### src/rtl/pong_game_engine.sv
// Ball physics, paddle collision, scoring and game FSM for two-player pong.
// The ball advances one SPEED step per frame tick while in PLAY.
module pong_game_engine #(
    parameter int SCREEN_W    = 640,
    parameter int SCREEN_H    = 480,
    parameter int BALL_SIZE   = 10,
    parameter int PADDLE_W    = 10,
    parameter int PADDLE_H    = 50,
    parameter int P1_X        = 20,
    parameter int P2_X        = 620,
    parameter int SPEED       = 2,
    parameter int WIN_SCORE   = 10,
    parameter int SERVE_TICKS = 60
) (
    input  logic        board_clk,
    input  logic        reset,
    input  logic        start,
    input  logic        tick,
    input  logic [9:0]  p1_pos,
    input  logic [9:0]  p2_pos,
    output logic [10:0] ball_x,
    output logic [9:0]  ball_y,
    output logic [3:0]  p1_score,
    output logic [3:0]  p2_score,
    output logic [1:0]  state,
    output logic        point_p1,
    output logic        point_p2
);
    localparam logic [1:0] IDLE  = 2'b00;
    localparam logic [1:0] SERVE = 2'b01;
    localparam logic [1:0] PLAY  = 2'b10;
    localparam logic [1:0] DONE  = 2'b11;

    localparam logic [10:0] CX   = 11'((SCREEN_W - BALL_SIZE) / 2);
    localparam logic [9:0]  CY   = 10'((SCREEN_H - BALL_SIZE) / 2);
    localparam logic [9:0]  PMAX = 10'(SCREEN_H - PADDLE_H);
    localparam logic signed [11:0] SPD     = 12'(SPEED);
    localparam logic signed [11:0] XMAX    = 12'(SCREEN_W - BALL_SIZE);
    localparam logic signed [11:0] YMAX    = 12'(SCREEN_H - BALL_SIZE);
    localparam logic signed [11:0] P1_EDGE = 12'(P1_X + PADDLE_W);
    localparam logic signed [11:0] P2_EDGE = 12'(P2_X - BALL_SIZE);
    localparam logic signed [11:0] BSZ     = 12'(BALL_SIZE);
    localparam logic signed [11:0] PH      = 12'(PADDLE_H);
    localparam int CW = (SERVE_TICKS > 1) ? $clog2(SERVE_TICKS) : 1;
    localparam logic [CW-1:0] SERVE_LAST = CW'(SERVE_TICKS - 1);
    localparam logic [3:0] WIN = 4'(WIN_SCORE);

    logic          start_q, dx_left, dy_up;
    logic [CW-1:0] serve_cnt;
    logic [9:0]    p1c, p2c;
    logic signed [11:0] bx, by, nx, ny, p1s, p2s;
    logic          p1_hit, p2_hit, miss_l, miss_r, start_rise;
    logic [3:0]    p1_inc, p2_inc;

    always_comb begin
        p1c = (p1_pos > PMAX) ? PMAX : p1_pos;
        p2c = (p2_pos > PMAX) ? PMAX : p2_pos;
        p1s = {2'b00, p1c};
        p2s = {2'b00, p2c};
        bx  = {1'b0, ball_x};
        by  = {2'b00, ball_y};
        nx  = dx_left ? bx - SPD : bx + SPD;
        ny  = dy_up   ? by - SPD : by + SPD;
        // paddle contact needs the step to reach the paddle face and vertical overlap
        p1_hit = dx_left && (bx >= P1_EDGE) && (nx <= P1_EDGE)
                 && (by + BSZ > p1s) && (by < p1s + PH);
        p2_hit = !dx_left && (bx <= P2_EDGE) && (nx >= P2_EDGE)
                 && (by + BSZ > p2s) && (by < p2s + PH);
        miss_l = dx_left && (bx < SPD);
        miss_r = !dx_left && (nx > XMAX);
        p1_inc = (p1_score == 4'hF) ? p1_score : p1_score + 4'd1;
        p2_inc = (p2_score == 4'hF) ? p2_score : p2_score + 4'd1;
        start_rise = start && !start_q;
    end

    always_ff @(posedge board_clk or posedge reset) begin
        if (reset) begin
            state     <= IDLE;
            p1_score  <= '0;
            p2_score  <= '0;
            ball_x    <= CX;
            ball_y    <= CY;
            dx_left   <= 1'b0;
            dy_up     <= 1'b0;
            serve_cnt <= '0;
            start_q   <= 1'b0;
            point_p1  <= 1'b0;
            point_p2  <= 1'b0;
        end else begin
            start_q  <= start;
            point_p1 <= 1'b0;
            point_p2 <= 1'b0;
            case (state)
                IDLE, DONE: if (start_rise) begin
                    state     <= SERVE;
                    p1_score  <= '0;
                    p2_score  <= '0;
                    dx_left   <= 1'b0;
                    serve_cnt <= '0;
                    ball_x    <= CX;
                    ball_y    <= CY;
                end
                SERVE: if (tick) begin
                    if (serve_cnt == SERVE_LAST) begin
                        state     <= PLAY;
                        serve_cnt <= '0;
                    end else begin
                        serve_cnt <= serve_cnt + 1'b1;
                    end
                end
                PLAY: if (tick) begin
                    if (miss_l || miss_r) begin
                        // serve goes toward whoever conceded; dy is kept
                        ball_x  <= CX;
                        ball_y  <= CY;
                        dx_left <= miss_l;
                        if (miss_l) begin
                            p2_score <= p2_inc;
                            point_p2 <= 1'b1;
                            state    <= (p2_inc == WIN) ? DONE : SERVE;
                        end else begin
                            p1_score <= p1_inc;
                            point_p1 <= 1'b1;
                            state    <= (p1_inc == WIN) ? DONE : SERVE;
                        end
                    end else begin
                        if (p1_hit) begin
                            ball_x  <= P1_EDGE[10:0];
                            dx_left <= 1'b0;
                        end else if (p2_hit) begin
                            ball_x  <= P2_EDGE[10:0];
                            dx_left <= 1'b1;
                        end else begin
                            ball_x  <= nx[10:0];
                        end
                        if (ny[11]) begin
                            ball_y <= '0;
                            dy_up  <= 1'b0;
                        end else if (ny > YMAX) begin
                            ball_y <= YMAX[9:0];
                            dy_up  <= 1'b1;
                        end else begin
                            ball_y <= ny[9:0];
                        end
                    end
                end
            endcase
        end
    end
endmodule

### config.mk
export PLATFORM = sky130hd
export DESIGN_NAME = pong_game_engine
export DESIGN_NICKNAME = d
export VERILOG_FILES = /design/src/rtl/pong_game_engine.sv
export SDC_FILE = /design/constraint.sdc
export NUM_CORES = 1
export LEC_CHECK = 0
export ABC_CLOCK_PERIOD_IN_PS = 9100
export CORE_MARGIN = 2
export CORE_UTILIZATION = 40
export DETAILED_ROUTE_END_ITERATION = 8
export GPL_ROUTABILITY_DRIVEN = 0
export MAX_ROUTING_LAYER = met4
export PLACE_DENSITY_LB_ADDON = 0.08
export SETUP_SLACK_MARGIN = 0.4
export SYNTH_ARGS = -nofsm -noshare
export SYNTH_HDL_FRONTEND = slang
export SYNTH_SLANG_ARGS = --single-unit
### constraint.sdc
create_clock -name board_clk -period 9.1 [get_ports board_clk]
set_clock_uncertainty 0.1 [all_clocks]
set_input_delay 0.91 -clock board_clk [delete_from_list [all_inputs] [get_ports board_clk]]
set_output_delay 0.91 -clock board_clk [all_outputs]
set_load 0.03 [all_outputs]
======== Word-level counts from Yosys, hierarchy flattened ========
Cells that the tools add are included.
operators by class
  eq/ne operators ......................... 16
  bitwise logic cells ..................... 1
  mux-type cells .......................... 56
  magnitude comparators ................... 13
  reduce and logical (&&, ||, !) cells .... 26
  $add $sub $neg .......................... 10
operators by type and width
  operator               number
  $mux 10                7
  $mux 11                5
  $mux 4                 9
  $mux 12                2
  $add 10x6->11 const B  2
  $lt 10x11->1           2
  $pmux 11 s2            1
  $gt 10x9->1 const B    2
  $pmux 10 s2            1
  $mux 6                 3
  $eq 4x4->1 const B     4
  $mux 2                 8
  $pmux 4 s2             2
  $mux 1                 15
  $reduce_and 5->1       3
  $ne 2x2->1 const B     7
  $add 11x2->12 const B  1
  $ge 12x11->1 const B   1
  $gt 12x10->1 const B   1
  $gt 12x11->1           1
  $gt 12x11->1 const B   1
  $le 12x6->1 const B    1
  $pmux 6 s2             1
  $sub 11x2->12 const B  1
  other kinds (24)       41
storage, ports and cells
  register bits after elaboration ......... 42
  bits of input ports ..................... 24
  logic and storage cells ................. 133
  output and inout bits ................... 33

======== Depth between registers and ports, before layout ========
Gate-level depths: netlist of the first run.
  depth in word-level cells ............... 11
  mapped depth ............................ 21

======== Worst setup path after synthesis of the first run ========
OpenSTA, ideal clock, no wires.
  kind .................................... in2reg
  start point ............................. input port p1_pos[1]
  end point ............................... register ball_x[3]
  library setup time ...................... 73 ps
  arrival ................................. 4155 ps
  path buffers ............................ 0
  required time ........................... 8927 ps
  setup slack ............................. 4772 ps
  stages on the path ...................... 18
  cell sequence ........................... and3_1 a2111oi_0 nor2_1 or2_2 ha_1 nand2_1 nand2_1 nand3_1 xnor2_1 ha_1 nand4_1 o21ai_0 or3_1 a41oi_1 o211ai_1 nand4bb_1 and3_1 a21oi_1
on the way
  cells in the longest elaborated chain, start to end .. 9
RTL lines
  what                                                      line  RTL
  from (decl)                                               19    input logic [9:0] p1_pos,
  $gt 10x9->1                                               56    p1c = (p1_pos > PMAX) ? PMAX : p1_pos;
  $mux 10 (*)                                               56
  $add 10x6->11 / $gt 12x11->1 (equally long branches)      66    && (by + BSZ > p1s) && (by < p1s + PH);
  $lt 10x11->1 / $logic_and 1x1->1 (equally long branches)  66
  $logic_and 1x1->1 (*)                                     66
  $mux 11 (*)                                               127   if (p1_hit) begin
  $mux 11 (*)                                               112   if (miss_l || miss_r) begin
  $mux 11 (*)                                               111   PLAY: if (tick) begin
  $pmux 11 s2 (*)                                           93    case (state)
  to (signal assigned)                                      128   ball_x <= P1_EDGE[10:0];
  to (signal assigned)                                      131   ball_x <= P2_EDGE[10:0];
  to (signal assigned)                                      134   ball_x <= nx[10:0];
  to (decl)                                                 21    output logic [10:0] ball_x,
Mark *: on every way between the ends. The rest lies on a longest branch, timed or not. The select of a mux whose other input is x is not followed.
A chain may end at the register's enable or synchronous reset.

======== Final worst setup path of the first run ========
  start point ............................. input port p1_pos[3]
  end point ............................... register ball_x[3]
The elaborated chain is that of the path after synthesis.

==> results.py, run 1 <==
metrics = {
    "finish": {
        "antennaDiodeCount": 0,
        "drive_gt1_share_pct": 7.443,
        "fin_nets": 688,
        "seq_area_um2": 1066,
        "multi_input_area_um2": 3363,
        "final_cells": 761,
        "area_growth_pct": 17.92,
        "fill_cells": 1142,
    },
    "worst_setup_path": {
        "start_kind": "input pin",
        "crit_path_max_incr_delay_ns": 0.55,
        "cp_max_fo": 7,
        "slowest_stage": "a2111oi_0",
        "critPathArrivalTime_ns": 5.24,
        "worstRegToRegCells": 9,
        "r2r_slack_ns": 5.12,
        "critical_path.startpoint": "p1_pos[3]",
        "endpoint": "ball_x[3]",
        "reg2reg_to": "ball_y[2]",
        "r2r_start": "ball_x[1]",
        "endpoint_kind": "register",
        "crit_path_cell_trace": "clkdlybuf4s50_1, and3_1, a2111oi_0, nor2_1, or2_2, ha_1, nand2_1, nand2_1, nand3_1, xnor2_1, ha_1, nand4_1, o21ai_0, or3_1, a41oi_1, o211ai_1, nand4bb_1, and3_1, a21oi_1",
        "crit_required_ns": 9.22,
        "critical_path_class": "input pin to register",
    },
    "synth": {
        "synth_top_area_share_pct": 16.22,
        "ys_seq_area_share_pct": 23.03,
        "ys_warn_count": 0,
        "yosysMostFrequentCell": "nand2_1",
        "synth_top_family_by_area": "compound AO/OA/AOI/OAI gates",
        "synth_area_leaders": "dfrtp_1, ha_1, dfstp_2",
        "syn_area_per_cell_um2": 8.077,
        "synth_enable_flop_cells": 0,
        "synth_cells": 573,
        "synthSimpleGateAreaFrac_pct": 24.52,
        "synth_xor_area_share_pct": 7.245,
        "syn_area_um2": 4628,
        "synthArstFlopShare_pct": 100.0,
        "yosys_most_used_dff": "dfrtp_1",
        "synth-compound-area-share_pct": 25.82,
        "synth_commonest_cells": "nand2_1, nor2_1, ha_1",
        "synth_top_cell_by_area": "dfrtp_1",
        "ys_types": 82,
        "synth_mux_area_share_pct": 1.838,
        "ys_seq_elements": 42,
        "synth_fa_ha_area_share_pct": 12.92,
    },
    "sta": {
        "report.final.slew_viol_count": 0,
        "fin_crit_sh_pct": 56.31,
        "slew_headroom_pct": 33.37,
        "hold_viol": 0,
        "finalSetupTns_ns": 0,
        "fmax_mhz": 195.2,
        "rsz0062_at_grt": "false",
        "worst_pin_slew_ns": 0.9995,
        "setup-violations-final": 0,
        "holdWs_ns": 0.3817,
        "fin_crit_ns": 5.124,
        "fin_ws_ns": 3.976,
    },
    "routing": {
        "wl_met3_um": 452,
        "wl_per_cell_um": 17.54,
        "drt_pass1_iterations": 4,
        "met2_length_um": 6141,
        "met1Wirelength_um": 6412,
        "detail_route.vias_per_cell": 5.979,
        "drt_iter0_markers": 401,
        "vias": 4550,
        "highest_layer": "met4",
        "ant_nets": 0,
        "wirelength_um": 13350,
        "drc": 0,
    },
    "power": {
        "power_density_nw_per_um2": 189.3,
        "peakVddDrop_v": 0.00009883,
        "finalPower_mw": 1.033,
        "p_leak_nw": 2.260,
    },
    "clock_tree": {
        "cts_tree": "done",
        "clkTransAtPathRegs_ns": 0.07,
        "cts_buffers": 5,
        "clkLatencyLatePin_ns": 0.29,
        "root_buffer": "clkbuf_16",
        "cts_htree_levels": 2,
        "postCtsSetupBuffers": 0,
        "cts_resized": 0,
        "clockBufferDepth": 2,
        "clock_sinks": 42,
        "holdBufCountCts": 0,
    },
    "grt": {
        "grt_start_max_net_pins": 43,
        "grt_pass1_vias": 4524,
        "antenna_found_initial": 0,
        "grt_use_total_pct": 22.59,
        "grt_pass1_wl_um": 22660,
        "gr-total-overflow": 0,
    },
    "placed_design": {
        "placed_cells": 753,
        "hpwlAfterDp_um": 10260,
        "io_buffers": 56,
        "place_ws_ns": 3.733,
    },
    "floorplanning": {
        "dieArea_um2": 12450,
        "initial_core_util_pct": 40.71,
        "core_area_um2": 11370,
        "fp.dieW_um": 111.6,
        "num_rows": 39,
        "dieHeight_um": 111.6,
        "ios": 57,
    },
    "outcome": {
        "outcome": "completed",
    },
    "min_path": {
        "hp-class": "register to register",
    },
    "run": {
        "maxCapViolCount": 0,
    },
}
how the worst min path moves through the flow:
stage,startpoint,end,slack (ns),cells after the start
finish,serve_cnt[5],serve_cnt[5],0.38,1
global route,serve_cnt[5],serve_cnt[5],0.43,1
CTS,serve_cnt[5],serve_cnt[5],0.39,1
detailed placement,serve_cnt[5],serve_cnt[5],0.38,1
global placement,serve_cnt[5],serve_cnt[5],0.37,1
floorplan,serve_cnt[5],serve_cnt[5],0.34,1
stage by stage:
step / area [um^2] / util (%)
4_1_cts: 5458 / 48.00
2_1_floorplan: 4639 / -
3_5_place_dp: 5289 / 46.52
3_3_place_gp: 5289 / 46.52
6_report: 5458 / 48.00
5_1_grt: 5458 / 48.00
layer usage:
metal,GRT usage (%),up-vias
met2,36.63,98
met4,7.407,0
met5,-,-
met3,2.722,28
li1,-,2258
met1,29.50,2166
cell families (layout without fill, tap and decap cells):
logic type                 Yosys count  count (layout)
other                                1               4
adders and majority gates           48              48
AOI/OAI and AO/OA                  173             173
muxes                                8               8
xor gates and xnor gates            34              34
DFF                                 42              42
buffers and inverters               52              94
and+or+nand+nor                    215             215
registers in the layout, indices dropped and copies added, names as in the netlist:
signal     flops
point_p1       1
p1_score       4
dy_up          1
point_p2       1
state          2
p2_score       4
serve_cnt      6
start_q        1
dx_left        1
ball_y        10
ball_x        11
worst max-delay path: cells and delay by family:
family	cells	cell delay, ns
AND/OR/NAND/NOR	10	2.13
adder cells (fa/ha/maj)	2	0.50
buffers and inverters	1	0.44
XOR/XNOR	1	0.14
AO/OA/AOI/OAI	5	1.11
final cells by class:
class	instances	share of cell area, %
inverter	28	1.926
timing repair buffer	58	10.55
clock buffer	5	2.293
clock inverter	3	0.8024
sequential	42	19.53
multi-input combinational	482	61.62
tap	143	3.278
power by group:
part	switching [mW]	internal (mW)	total, mW	leakage (nW)
combinational	0.335	0.213	0.547	1.64
clock	0.0825	0.130	0.213	0.0842
sequential	0.0571	0.216	0.273	0.534
cells in the final DEF (no fill, tap or decap), types with 7 or more instances in the layout:
master,instances
o21ai_0,42
and2_1,7
nand3_1,18
dfrtp_1,30
xor2_1,10
xnor2_1,21
nor2_1,49
nand2_1,52
a31oi_1,15
ha_1,47
inv_1,28
and3_1,9
nor3_1,12
dfstp_2,12
clkdlybuf4s50_1,56
nand4_1,10
nor2b_1,7
o211ai_1,15
nor4_1,7
a21oi_1,31
Note: power is estimated with default switching activity, not from simulation.
==> inputs of run 2 (changes only) <==
--- a/config.mk
+++ b/config.mk
@@ -5,7 +5,7 @@
 export SDC_FILE = /design/constraint.sdc
 export NUM_CORES = 1
 export LEC_CHECK = 0
-export ABC_CLOCK_PERIOD_IN_PS = 9100
+export ABC_CLOCK_PERIOD_IN_PS = 4510
 export CORE_MARGIN = 2
 export CORE_UTILIZATION = 40
 export DETAILED_ROUTE_END_ITERATION = 8
==> constraint.sdc (replaced) <==
create_clock -name board_clk -period 4.51 [get_ports board_clk]
set_clock_uncertainty 0.1 [all_clocks]
set_input_delay 0.451 -clock board_clk [delete_from_list [all_inputs] [get_ports board_clk]]
set_output_delay 0.451 -clock board_clk [all_outputs]
set_load 0.03 [all_outputs]
==> run 2 against run 1 <==
  * Cell count grew 2.1%
  * Core utilization grew 1.9 points
  * Routed wire length is essentially flat
  * Sequential cell count is the same
  * Die area is the same
  * Register-to-register slack lost 4.4 ns
  * Sequential power grew 98%
  * Setup slack lost 3.4 ns
  * Critical path depth is the same
  * Combinational power grew 110%
  * Non-clock buffer count grew 16
==> results.py, run 2 (synthesis results as in run 1) <==
metrics = {
    "worst_setup_path": {
        "crit_required_ns": 4.63,
        "critPathArrivalTime_ns": 4.05,
        "cp_max_fo": 7,
        "endpoint_kind": "register",
        "critical_path_class": "input pin to register",
        "worstRegToRegCells": 9,
        "start_kind": "input pin",
    },
    "grt": {
        "antenna_found_initial": 0,
        "gr-total-overflow": 0,
        "grt_pass1_wl_um": 22450,
        "grt_pass1_vias": 4405,
        "grt_start_max_net_pins": 43,
        "grt_use_total_pct": 22.20,
    },
    "sta": {
        "holdWs_ns": 0.3884,
        "hold_viol": 0,
        "rsz0062_at_grt": "false",
        "setup-violations-final": 0,
        "report.final.slew_viol_count": 0,
        "fin_crit_ns": 3.926,
        "worst_pin_slew_ns": 0.7709,
        "fin_crit_sh_pct": 87.06,
        "finalSetupTns_ns": 0,
        "slew_headroom_pct": 48.37,
        "fmax_mhz": 254.7,
    },
    "finish": {
        "fin_util_pct": 49.90,
        "fill_cells": 1137,
        "final_cells": 777,
        "largestRegisters": "ball_x: 11 flops, ball_y: 10 flops, serve_cnt: 6 flops",
        "layout_common_cells": "clkdlybuf4s50_1, nand2_1, nor2_1",
        "largest_register_ffs": 11,
        "area_growth_pct": 22.57,
        "drive_gt1_share_pct": 11.51,
        "fin_nets": 704,
        "top_register": "ball_x",
        "antennaDiodeCount": 0,
        "final_common_cell": "clkdlybuf4s50_1",
    },
    "placed_design": {
        "placed_cells": 769,
        "hpwlAfterDp_um": 10350,
        "io_buffers": 56,
    },
    "clock_tree": {
        "clkLatencyLatePin_ns": 0.29,
        "holdBufCountCts": 0,
        "cts_htree_levels": 2,
        "clkTransAtPathRegs_ns": 0.07,
        "clock_sinks": 42,
        "cts_buffers": 5,
        "postCtsSetupBuffers": 0,
        "root_buffer": "clkbuf_16",
        "clockBufferDepth": 2,
        "cts_tree": "done",
    },
    "routing": {
        "met2_length_um": 6233,
        "wirelength_um": 13360,
        "met1Wirelength_um": 6355,
        "vias": 4601,
        "drc": 0,
        "ant_nets": 0,
        "drt_iter0_markers": 262,
        "highest_layer": "met4",
        "wl_per_cell_um": 17.20,
        "wl_met3_um": 591,
        "detail_route.vias_per_cell": 5.921,
        "drt_pass1_iterations": 5,
    },
    "floorplanning": {
        "dieHeight_um": 111.6,
        "num_rows": 39,
        "fp.dieW_um": 111.6,
        "ios": 57,
        "dieArea_um2": 12450,
        "core_area_um2": 11370,
        "initial_core_util_pct": 40.71,
    },
    "power": {
        "power_density_nw_per_um2": 371.6,
        "peakVddDrop_v": 0.0002098,
        "p_leak_nw": 2.361,
    },
    "min_path": {
        "hp-class": "register to register",
        "holdPathStages": 1,
    },
    "run": {
        "maxCapViolCount": 0,
    },
    "outcome": {
        "outcome": "completed",
    },
}
## run 2: repair_timing
item | in CTS | in global routing
pin swaps | 0 | 11
endpoints found under the setup margin | 8 | 10
gates cloned | 0 | 0
gates resized for setup | 4 | 19
## run 2: power by group
group / switching [mW] / internal (mW)
logic: 0.697 / 0.447
clock network: 0.161 / 0.262
registers: 0.105 / 0.436
total: 0.963 / 1.14
## run 2: layer usage
layer	vias to the layer above	GRT usage (%)
met4	0	5.185
met2	118	35.33
met3	19	3.157
met1	2193	30.11
li1	2271	-
met5	-	-
## run 2: final timing paths
check,start,end,slack (ns)
min in group asynchronous,reset,serve_cnt[4],0.50
worst max register to register,ball_x[1],p1_score[3],0.70
max in group asynchronous,reset,ball_x[8],3.42
worst max-delay path,p1_pos[3],ball_x[4],0.58
worst min-delay path,serve_cnt[5],serve_cnt[5],0.39
worst min register to register,serve_cnt[5],serve_cnt[5],0.39
## run 2: final cells by class
cell class                 instances  area, um^2  area share, %
multi-input combinational        482        3453          60.87
sequential                        42        1066          18.79
timing repair buffer              74       700.7          12.35
tap                              143       178.9          3.154
clock buffer                       5       125.1          2.206
inverter                          28       105.1          1.853
clock inverter                     3       43.79         0.7719
## run 2: metrics by stage
step	worst slack, ns	instance area [um^2]	total power, mW
floorplan	0.6411	4639	1.325
global placement	0.07943	5409	1.654
detailed placement	-0.2163	5409	1.666
CTS	0.4008	5600	2.100
global route	0.3985	5673	2.278
finish	0.5838	5673	2.108
## run 2: worst max-delay path: stages
cell and delay (ns):
clkdlybuf4s50_1 0.43, and3_4 0.20, a2111oi_4 0.33, nor2_1 0.12, or2_4 0.25, ha_1 0.19, nand2_1 0.08, nand2_1 0.06
nand3_1 0.10, xnor2_1 0.13, ha_1 0.26, nand4_1 0.09, o21ai_1 0.08, or3_1 0.32, a41oi_2 0.17, o211ai_1 0.11
nand4bb_4 0.29, and3_4 0.23, a21oi_1 0.13
==> inputs of run 3 (changes only) <==
--- a/config.mk
+++ b/config.mk
@@ -5,11 +5,13 @@
 export SDC_FILE = /design/constraint.sdc
 export NUM_CORES = 1
 export LEC_CHECK = 0
+export ABC_AREA = 1
 export ABC_CLOCK_PERIOD_IN_PS = 4510
 export CORE_MARGIN = 2
 export CORE_UTILIZATION = 40
 export DETAILED_ROUTE_END_ITERATION = 8
 export GPL_ROUTABILITY_DRIVEN = 0
+export GPL_TIMING_DRIVEN = 0
 export MAX_ROUTING_LAYER = met4
 export PLACE_DENSITY_LB_ADDON = 0.08
 export SETUP_SLACK_MARGIN = 0.4
==> run 3 against run 2 <==
  * Sequential cell count did not move
  * Critical path depth is 10 higher
  * Core utilization down 0.60 points
  * Power increased by 21%
  * Global-route usage is 0.49 points lower
  * Combinational power grew 37%
  * Worst hold slack lost 0.15 ns
  * Non-clock buffer count is 8 lower
  * Design area down 1.6%
  * Clock-buffer cell count unchanged
==> results.py, run 3 <==
metrics = {
    "power": {
        "finalPower_mw": 2.555,
        "p_leak_nw": 2.794,
        "peakVddDrop_v": 0.0002603,
        "power_density_nw_per_um2": 457.9,
    },
    "floorplanning": {
        "ios": 57,
        "num_rows": 39,
        "dieArea_um2": 12380,
        "fp.dieW_um": 111.2,
        "dieHeight_um": 111.2,
        "core_area_um2": 11320,
        "initial_core_util_pct": 40.64,
    },
    "clock_tree": {
        "clkTransAtPathRegs_ns": 0.07,
        "clkLatencyLatePin_ns": 0.29,
        "cts_tree": "done",
        "root_buffer": "clkbuf_16",
        "cts_buffers": 5,
        "holdBufCountCts": 0,
        "clock_sinks": 42,
        "cts_htree_levels": 2,
        "clockBufferDepth": 2,
    },
    "synth": {
        "ys_seq_elements": 42,
        "ys_warn_count": 0,
        "synth_top_cell_by_area": "dfrtp_1",
        "syn_area_per_cell_um2": 6.426,
        "synthArstFlopShare_pct": 100.0,
        "synth_area_leaders": "dfrtp_1, nand2_1, ha_1",
        "ys_seq_area_share_pct": 23.17,
        "yosys_most_used_dff": "dfrtp_1",
        "ys_types": 43,
        "synth_top_area_share_pct": 16.32,
        "synth_commonest_cells": "nand2_1, inv_1, nor2_1",
        "yosysMostFrequentCell": "nand2_1",
        "synth_enable_flop_cells": 0,
        "syn_area_um2": 4601,
        "synth_cells": 716,
    },
    "finish": {
        "area_growth_pct": 21.29,
        "largestRegisters": "ball_x: 11 flops, ball_y: 10 flops, serve_cnt: 6 flops",
        "antennaDiodeCount": 0,
        "largest_register_ffs": 11,
        "final_common_cell": "nand2_1",
        "fill_cells": 1172,
        "layout_common_cells": "nand2_1, inv_1, nor2_1",
        "fin_nets": 856,
        "top_register": "ball_x",
        "seq_area_um2": 1066,
        "drive_gt1_share_pct": 8.651,
        "multi_input_area_um2": 3109,
    },
    "routing": {
        "drc": 0,
        "vias": 4835,
        "drt_iter0_markers": 256,
        "wl_per_cell_um": 14.28,
        "detail_route.vias_per_cell": 5.205,
        "drt_pass1_iterations": 5,
        "ant_nets": 0,
        "wirelength_um": 13270,
    },
    "sta": {
        "setup-violations-final": 0,
        "rsz0062_at_grt": "false",
        "fin_crit_ns": 3.754,
        "fmax_mhz": 266.4,
        "hold_viol": 0,
        "finalSetupTns_ns": 0,
        "worst_pin_slew_ns": 0.5736,
        "report.final.slew_viol_count": 0,
        "fin_crit_sh_pct": 83.25,
        "slew_headroom_pct": 61.76,
    },
    "worst_setup_path": {
        "path_common_cell": "nand2_1",
        "critical_path_class": "input pin to register",
        "endpoint_kind": "register",
        "crit_path_max_incr_delay_ns": 0.51,
        "cp_max_fo": 9,
        "critPathArrivalTime_ns": 3.83,
        "slowest_stage": "clkdlybuf4s50_1",
        "crit_required_ns": 4.58,
        "r2r_slack_ns": 1.40,
        "start_kind": "input pin",
    },
    "outcome": {
        "outcome": "completed",
    },
    "min_path": {
        "hp-class": "input pin to async pin",
    },
    "run": {
        "maxCapViolCount": 0,
    },
    "grt": {
        "grt_use_total_pct": 21.71,
        "antenna_found_initial": 0,
        "gr-total-overflow": 0,
        "grt_pass1_vias": 4600,
        "grt_pass1_wl_um": 21820,
        "grt_start_max_net_pins": 41,
    },
    "placed_design": {
        "io_buffers": 56,
        "hpwlAfterDp_um": 10470,
    },
}
[run 3: changes by cell type in the layout (fill, tap and decap cells not counted), sizes merged, moves of 9 or more]
cell    change
xnor2      -16
o211ai      -9
a31oi      -11
nand3      +35
nand2     +137
inv        +85
nand4      +12
nor2       +42
buf        -10
and3        -9
[run 3: cell families (layout without fill, tap and decap cells)]
group | after synthesis | in the layout | synth area share, %
flip-flops | 42 | 42 | 23.17
other | 1 | 4 | 0.08151
multiplexers | 2 | 2 | 0.4623
AND/OR/NAND/NOR | 382 | 382 | 36.93
adder cells (fa/ha/maj) | 47 | 47 | 12.78
buffers and inverters | 122 | 189 | 10.25
AO/OA/AOI/OAI | 99 | 99 | 12.32
XOR/XNOR | 21 | 21 | 3.998
[run 3: power by group]
group | internal (mW) | total, mW | switching [mW]
sequential | 0.485 | 0.627 | 0.142
combinational | 0.555 | 1.56 | 1.01
clock | 0.205 | 0.363 | 0.158
[run 3: final timing paths]
check / startpoint / cells after the start / to
max in group asynchronous: reset / 3 / ball_x[4]
min: reset / 2 / p1_score[2]
min in group board_clk: ball_y[0] / 2 / ball_y[0]
max: p1_pos[6] / 29 / dx_left
min reg2reg: ball_y[0] / 2 / ball_y[0]
max reg2reg: ball_y[1] / 19 / dx_left
[run 3: area by class of cell]
type                    instances  area share (%)
plain buffers                   7          0.7175
repair buffers                 59           10.90
clock buffers                   5           2.242
flip-flops and latches         42           19.10
multi-input cells             555           55.72
inverters                     115           7.735
clock inverters                 3          0.3812
well taps                     143           3.206
[run 3: metrics by stage]
stage / hold slack, ns / util, % / std cells / setup WS, ns / cell area (um^2)
CTS: 0.2391 / 48.76 / 927 / 0.4912 / 5520
detailed placement: 0.3783 / 47.45 / 919 / 0.1092 / 5371
floorplan: 0.3824 / - / 719 / 1.359 / 4612
global placement: 0.3757 / 47.27 / 918 / 0.1689 / 5351
finish: 0.2401 / 49.29 / 929 / 0.7556 / 5580
global route: 0.2587 / 49.29 / 929 / 0.3698 / 5580
[run 3: worst max-delay path: cells and delay by family]
family,cells,cell delay (ns)
AND/OR/NAND/NOR,21,1.83
buffers and inverters,4,0.75
adder cells (fa/ha/maj),2,0.50
XOR/XNOR,1,0.15
AO/OA/AOI/OAI,1,0.13
[run 3: per-layer routing]
layer  up-vias  routed length (um)  part of all wire [%]  track usage (%)
li1       2483                   -                     -                -
met4         0                 216                   1.6            6.502
met2       142                6433                    48            36.95
met1      2193                6045                    46            27.36
met5         -                   0                     0                -
met3        17                 573                   4.3            2.242
[run 3: repair_timing]
item	4_1_cts	5_1_grt
gates resized for setup	1	11
endpoints found under the hold margin	0	0
setup buffers	0	2
endpoints found under the setup margin	1	8
cloned	0	0
pin swaps	0	3
